$ cat src/rtl/fb_pkg.sv
// Shared constants and state type for the 1-bit framebuffer writer.
// Geometry is 320x200 pixels, stored across four 16Kx1 banks.
package fb_pkg;
  localparam int FB_WIDTH  = 320;
  localparam int FB_HEIGHT = 200;
  localparam int FB_PIXELS = FB_WIDTH * FB_HEIGHT;
  localparam int BANK_AW   = 14;

  localparam logic [1:0] OP_SET   = 2'd0;
  localparam logic [1:0] OP_FILL  = 2'd1;
  localparam logic [1:0] OP_CLEAR = 2'd2;

  typedef enum logic [1:0] {
    ST_IDLE,
    ST_PIXEL,
    ST_RECT,
    ST_CLEAR
  } state_t;
endpackage

$ cat src/rtl/fb_scan_gen.sv
// Row-major rectangle scanner with inclusive bounds.
// The linear address advances incrementally; no multiply in the loop.
module fb_scan_gen
  import fb_pkg::*;
#(
  parameter int WIDTH = FB_WIDTH
) (
  input  logic        clk,
  input  logic        rst,
  input  logic        load,
  input  logic        adv,
  input  logic [8:0]  x0,
  input  logic [7:0]  y0,
  input  logic [8:0]  x1,
  input  logic [7:0]  y1,
  output logic [15:0] addr,
  output logic        last
);
  logic [8:0]  x, xs, xe;
  logic [7:0]  y, ye;
  logic [15:0] row;
  logic [15:0] base;

  if (WIDTH == 320) begin : g_shift
    assign base = ({8'd0, y0} << 8) + ({8'd0, y0} << 6);
  end else begin : g_mul
    assign base = 16'(32'(y0) * WIDTH);
  end

  // row holds the address of the first pixel of the current row
  always_ff @(posedge clk or posedge rst) begin
    if (rst) begin
      x    <= '0;
      xs   <= '0;
      xe   <= '0;
      y    <= '0;
      ye   <= '0;
      row  <= '0;
      addr <= '0;
    end else if (load) begin
      x    <= x0;
      xs   <= x0;
      xe   <= x1;
      y    <= y0;
      ye   <= y1;
      row  <= base + 16'(x0);
      addr <= base + 16'(x0);
    end else if (adv) begin
      if (x == xe) begin
        x    <= xs;
        y    <= y + 8'd1;
        row  <= row + 16'(WIDTH);
        addr <= row + 16'(WIDTH);
      end else begin
        x    <= x + 9'd1;
        addr <= addr + 16'd1;
      end
    end
  end

  assign last = (x == xe) && (y == ye);
endmodule

$ cat src/rtl/fb_writer.sv
// Drawing engine: set pixel, fill rectangle, clear screen.
// Emits one registered pixel write per clock to the banked RAM.
module fb_writer
  import fb_pkg::*;
#(
  parameter int WIDTH   = FB_WIDTH,
  parameter int HEIGHT  = FB_HEIGHT,
  parameter int BANK_AW = fb_pkg::BANK_AW
) (
  input  logic        clk,
  input  logic        reset,
  input  logic        cmd_valid,
  output logic        cmd_ready,
  input  logic [1:0]  cmd_op,
  input  logic [8:0]  cmd_x0,
  input  logic [7:0]  cmd_y0,
  input  logic [8:0]  cmd_x1,
  input  logic [7:0]  cmd_y1,
  input  logic        cmd_color,
  output logic        wr_en,
  output logic [13:0] wr_addr,
  output logic [1:0]  wr_bank,
  output logic        wr_data,
  output logic        busy,
  output logic        cmd_err
);
  state_t      state, state_d;
  logic        wr_en_d, err_d, data_d;
  logic        load, adv, full;
  logic [8:0]  x1c, sx0, sx1;
  logic [7:0]  y1c, sy0, sy1;
  logic        px_ok, rect_ok;
  logic [15:0] addr;
  logic        last;

  assign x1c = (cmd_x1 > 9'(WIDTH - 1)) ? 9'(WIDTH - 1) : cmd_x1;
  assign y1c = (cmd_y1 > 8'(HEIGHT - 1)) ? 8'(HEIGHT - 1) : cmd_y1;
  assign px_ok = (cmd_x0 < 9'(WIDTH)) && (cmd_y0 < 8'(HEIGHT));
  assign rect_ok = px_ok && (cmd_x0 <= x1c) && (cmd_y0 <= y1c);

  assign sx0 = full ? 9'd0 : cmd_x0;
  assign sy0 = full ? 8'd0 : cmd_y0;
  assign sx1 = full ? 9'(WIDTH - 1) : x1c;
  assign sy1 = full ? 8'(HEIGHT - 1) : y1c;

  always_comb begin
    state_d = state;
    wr_en_d = 1'b0;
    err_d   = 1'b0;
    data_d  = wr_data;
    load    = 1'b0;
    adv     = 1'b0;
    full    = 1'b0;
    unique case (state)
      ST_IDLE: begin
        if (cmd_valid) begin
          data_d = cmd_color;
          // rejected commands spend one busy cycle in PIXEL
          state_d = ST_PIXEL;
          unique case (cmd_op)
            OP_SET: begin
              load    = px_ok;
              wr_en_d = px_ok;
              err_d   = ~px_ok;
            end
            OP_FILL: begin
              load    = rect_ok;
              wr_en_d = rect_ok;
              err_d   = ~rect_ok;
              if (rect_ok) state_d = ST_RECT;
            end
            OP_CLEAR: begin
              full    = 1'b1;
              load    = 1'b1;
              wr_en_d = 1'b1;
              state_d = ST_CLEAR;
            end
            default: err_d = 1'b1;
          endcase
        end
      end
      ST_PIXEL: state_d = ST_IDLE;
      ST_RECT, ST_CLEAR: begin
        if (last) begin
          state_d = ST_IDLE;
        end else begin
          adv     = 1'b1;
          wr_en_d = 1'b1;
        end
      end
      default: state_d = ST_IDLE;
    endcase
  end

  always_ff @(posedge clk or posedge reset) begin
    if (reset) begin
      state   <= ST_IDLE;
      wr_en   <= 1'b0;
      cmd_err <= 1'b0;
      wr_data <= 1'b0;
    end else begin
      state   <= state_d;
      wr_en   <= wr_en_d;
      cmd_err <= err_d;
      wr_data <= data_d;
    end
  end

  fb_scan_gen #(.WIDTH(WIDTH)) u_scan (
    .clk  (clk),
    .rst  (reset),
    .load (load),
    .adv  (adv),
    .x0   (sx0),
    .y0   (sy0),
    .x1   (sx1),
    .y1   (sy1),
    .addr (addr),
    .last (last)
  );

  assign wr_addr   = addr[BANK_AW-1:0];
  assign wr_bank   = addr[15:BANK_AW];
  assign cmd_ready = (state == ST_IDLE);
  assign busy      = ~cmd_ready;
endmodule

$ cat config.mk
export PLATFORM = sky130hd
export DESIGN_NAME = fb_writer
export DESIGN_NICKNAME = d
export VERILOG_FILES = /design/src/rtl/fb_pkg.sv /design/src/rtl/fb_scan_gen.sv /design/src/rtl/fb_writer.sv
export SDC_FILE = /design/constraint.sdc
export NUM_CORES = 1
export LEC_CHECK = 0
export CAP_MARGIN = 10
export CORE_ASPECT_RATIO = 1.75
export CORE_MARGIN = 10
export CORE_UTILIZATION = 52
export CTS_CLUSTER_DIAMETER = 30
export DETAILED_ROUTE_END_ITERATION = 8
export GPL_ROUTABILITY_DRIVEN = 0
export HOLD_SLACK_MARGIN = 0.05
export PLACE_DENSITY = 0.79
export SETUP_SLACK_MARGIN = 0.05
export SYNTH_ARGS = -nofsm -noshare
export SYNTH_HDL_FRONTEND = slang
export SYNTH_SLANG_ARGS = --single-unit
$ cat constraint.sdc
create_clock -name clk -period 3.15 [get_ports clk]
set_clock_uncertainty 0.15 [all_clocks]
set_input_delay 0.63 -clock clk [delete_from_list [all_inputs] [get_ports clk]]
set_output_delay 0.63 -clock clk [all_outputs]
set_load 0.05 [all_outputs]
==> impl_metrics.yaml <==
status:
  outcome: "finished, violations left"
  violations: "negative setup slack"
logic_synthesis:
  synth_top_area_share_pct: 37.18
  muxShareOfSynthArea_pct: 0.7437
  synthSimpleGateAreaFrac_pct: 19.08
  synth_warnings: 0
  synth.distinct_cells: 63
  synth_edf_count: 0
  synth_area_um2: 5384
  synth_area_leaders: "dfrtp_1 37%, ha_1 9.3%, nor2_1 4.7%"
  ys_seq_area_share_pct: 37.18
  synth_compound_area_share_pct: 21.17
  async_flop_share_pct: 100.0
  synth_xor_area_share_pct: 8.134
  synth_area_leader_cell: "dfrtp_1"
  synth_top_family_by_area: "compound AO/OA/AOI/OAI gates"
  synthCells: 599
  syn_nets: 681
  synthAdderAreaFrac_pct: 10.04
  ys.flop_type: "dfrtp_1"
  syn_area_per_cell_um2: 8.988
  synth-seq-cells: 80
drt:
  wl_met2_um: 10270
  drc: 0
  drt-initial-drc-count: 527
  vias_per_cell: 6.458
  wl_per_cell_um: 21.66
  routed_wl_um: 19640
  antenna_left: 0
  wirelength_met1_um: 6632
  route.met3.wl_um: 1439
  top_layer: "met4"
  vias: 5857
  first_pass_iters: 6
floorplanning:
  design.core.area_um2: 10180
  rows: 49
  die_w_um: 96.92
  initial_utilization_pct: 52.90
  num_io_pins: 61
  dieArea_um2: 14980
  fp.dieH_um: 154.6
job:
  cap_violations: 0
grt:
  grt_max_degree: 44
  grt_first_pass_wirelength_um: 29460
  track_usage_pct: 23.42
  grt_pass1_vias: 6191
  overflow: 0
  antenna_found_initial: 0
worst_setup_path:
  crit_fanout: 6
  worstSetupEndpointType: "flop"
  worstSetupPathType: "flop to flop"
  worstPathRequired_ns: 3.27
  worstPathArrival_ns: 3.36
  cp_slowest_cell: "fa_1"
  path_cells: "nor3b_4, nand2_4, and2_4, fa_1, fa_2, a21o_1, a21oi_2, o21ai_2, o41ai_2, xnor2_1, nor2_1, a21oi_1"
  slowest_delay_ns: 0.54
  cp-start-kind: "flop"
sta:
  slew_headroom_pct: 51.77
  fmax_mhz: 308.5
  rsz0062_at_grt: "true"
  finalSetupViolCount: 6
  fin_ws_ns: -0.09154
  hold_viol_final: 0
  worst_slew_pin_slew_ns: 0.7226
  period_needed_ns: 3.242
  layout_worst_path_cycle_share_pct: 102.9
  drv_slew: 0
cts:
  cts_tree: "done"
  cts_root_buffer: "clkbuf_16"
  clock_latency_ns: 0.35
  numCtsBuffers: 9
  clk_pin_slew_ns: 0.06
  clockBufferDepth: 2
  htree_levels: 3
  cts.sinks: 80
  postCtsHoldBufs: 0
final_layout:
  drive_gt1_share_pct: 27.95
  final_cell_mix: "117 x buf_4, 80 x dfrtp_1, 56 x nand2_1, 55 x nor2_1, 46 x clkdlybuf4s50_1"
  final_common_cell: "buf_4"
  fin_nets: 857
  n_antenna_cell: 0
  area_growth_pct: 44.27
  fillers: 644
  fin_cells: 907
power:
  p_leak_nw: 3.557
  finalPower_mw: 5.126
  powerDensity_nw_per_um2: 659.9
  ir_worst_vdd_v: 0.0006504
place:
  hpwlAfterDp_um: 12250
  portBuffers: 60
  dp.cells: 851
min_path:
  hp-class: "flop to flop"
## timing repair
item	in CTS	in global routing
hold endpoints to repair	0	0
pin swaps	34	30
resized for setup	46	50
cloned	3	1
endpoints found under the setup margin	77	76
buffers inserted	28	11
## metrics by stage
| stage | util, % | hold WS, ns | worst slack [ns] | setup TNS (ns) | area, µm² |
|---|---|---|---|---|---|
| 2_1_floorplan | - | 0.3083 | -0.1590 | -0.4560 | 5453 |
| 3_3_place_gp | 66.89 | 0.3166 | -0.5953 | -37.50 | 6808 |
| 3_5_place_dp | 66.89 | 0.3200 | -0.7359 | -44.34 | 6808 |
| 4_1_cts | 74.07 | 0.3394 | 0.03181 | 0 | 7538 |
| 5_1_grt | 76.32 | 0.3740 | -0.2032 | -1.085 | 7767 |
| 6_report | 76.32 | 0.3517 | -0.09154 | -0.3078 | 7767 |
## power by group
group | leakage [nW] | switching, mW | internal [mW] | total, mW
Combinational | 2.46 | 1.23 | 1.02 | 2.25
Clock | 0.149 | 0.458 | 0.699 | 1.16
Sequential | 0.949 | 0.414 | 1.30 | 1.72
Total | 3.56 | 2.10 | 3.03 | 5.13
## area by class of cell
cell class	instances	area, µm²	area share [%]
clock buffer	10	229.0	2.948
clock inverter	6	92.59	1.192
inverter	16	61.31	0.7893
multi-input combinational	477	3486	44.88
sequential	80	2002	25.77
tap	127	158.9	2.046
timing repair buffer	191	1738	22.37
## registers in the layout (all words and copies together) (netlist names)
| register | cells |
|---|---|
| cmd_err | 1 |
| state | 2 |
| u_scan.addr | 16 |
| u_scan.row | 16 |
| u_scan.x | 9 |
| u_scan.xe | 9 |
| u_scan.xs | 9 |
| u_scan.y | 8 |
| u_scan.ye | 8 |
| wr_data | 1 |
| wr_en | 1 |
## worst max-delay path: cells and delay by family (launching register included)
family          cells  cell delay, ns
xor+xnor            1            0.16
flops               1            0.43
simple gates        4            0.65
compound gates      5            0.87
fa+ha+maj           2            0.91
## layer usage
layer,track usage [%],up-vias
li1,-,2542
met1,22.40,2798
met2,42.71,388
met3,4.594,129
met4,18.07,0
met5,0,-
## synth_stat cells, types with 3 or more instances
| library cell | number |
|---|---|
| a211oi_1 | 3 |
| a21o_1 | 4 |
| a21oi_1 | 46 |
| a221o_1 | 3 |
| a22o_1 | 25 |
| a31o_2 | 3 |
| a31oi_1 | 18 |
| and2_1 | 11 |
| and3_1 | 9 |
| and4_1 | 5 |
| buf_2 | 13 |
| buf_6 | 3 |
| clkbuf_1 | 8 |
| dfrtp_1 | 80 |
| ha_1 | 40 |
| inv_1 | 14 |
| mux2i_1 | 4 |
| nand2_1 | 61 |
| nand3_1 | 22 |
| nand4_1 | 8 |
| nor2_1 | 68 |
| nor2b_1 | 3 |
| nor3_1 | 6 |
| nor3b_1 | 3 |
| o211ai_1 | 4 |
| o21ai_0 | 23 |
| o22ai_1 | 7 |
| o2bb2ai_1 | 4 |
| or2_2 | 4 |
| xnor2_1 | 23 |
| xor2_1 | 27 |
## kinds of logic (layout without fill, tap and decap cells)
kind of cell / count (synthesis) / count (layout)
AND/OR/NAND/NOR: 213 / 213
AO/OA/AOI/OAI: 168 / 168
flip-flops: 80 / 80
XOR/XNOR: 50 / 50
adder cells (fa/ha/maj): 42 / 42
buffers and inverters: 42 / 223
multiplexers: 4 / 4
## final timing paths
| path | start | endpoint | slack (ns) | depth (start not counted) |
|---|---|---|---|---|
| worst max-delay path | state[0] | u_scan.addr[15] | -0.09 | 12 |
| max in group asynchronous | reset | u_scan.y[2] | 1.63 | 3 |
| worst min-delay path | u_scan.ye[3] | u_scan.ye[3] | 0.35 | 2 |
| worst min register to register | u_scan.ye[3] | u_scan.ye[3] | 0.35 | 2 |
| min in group asynchronous | reset | u_scan.addr[2] | 0.55 | 2 |
| worst max register to register | state[0] | u_scan.addr[15] | -0.09 | 12 |
Note: power is estimated with default switching activity, not from simulation.
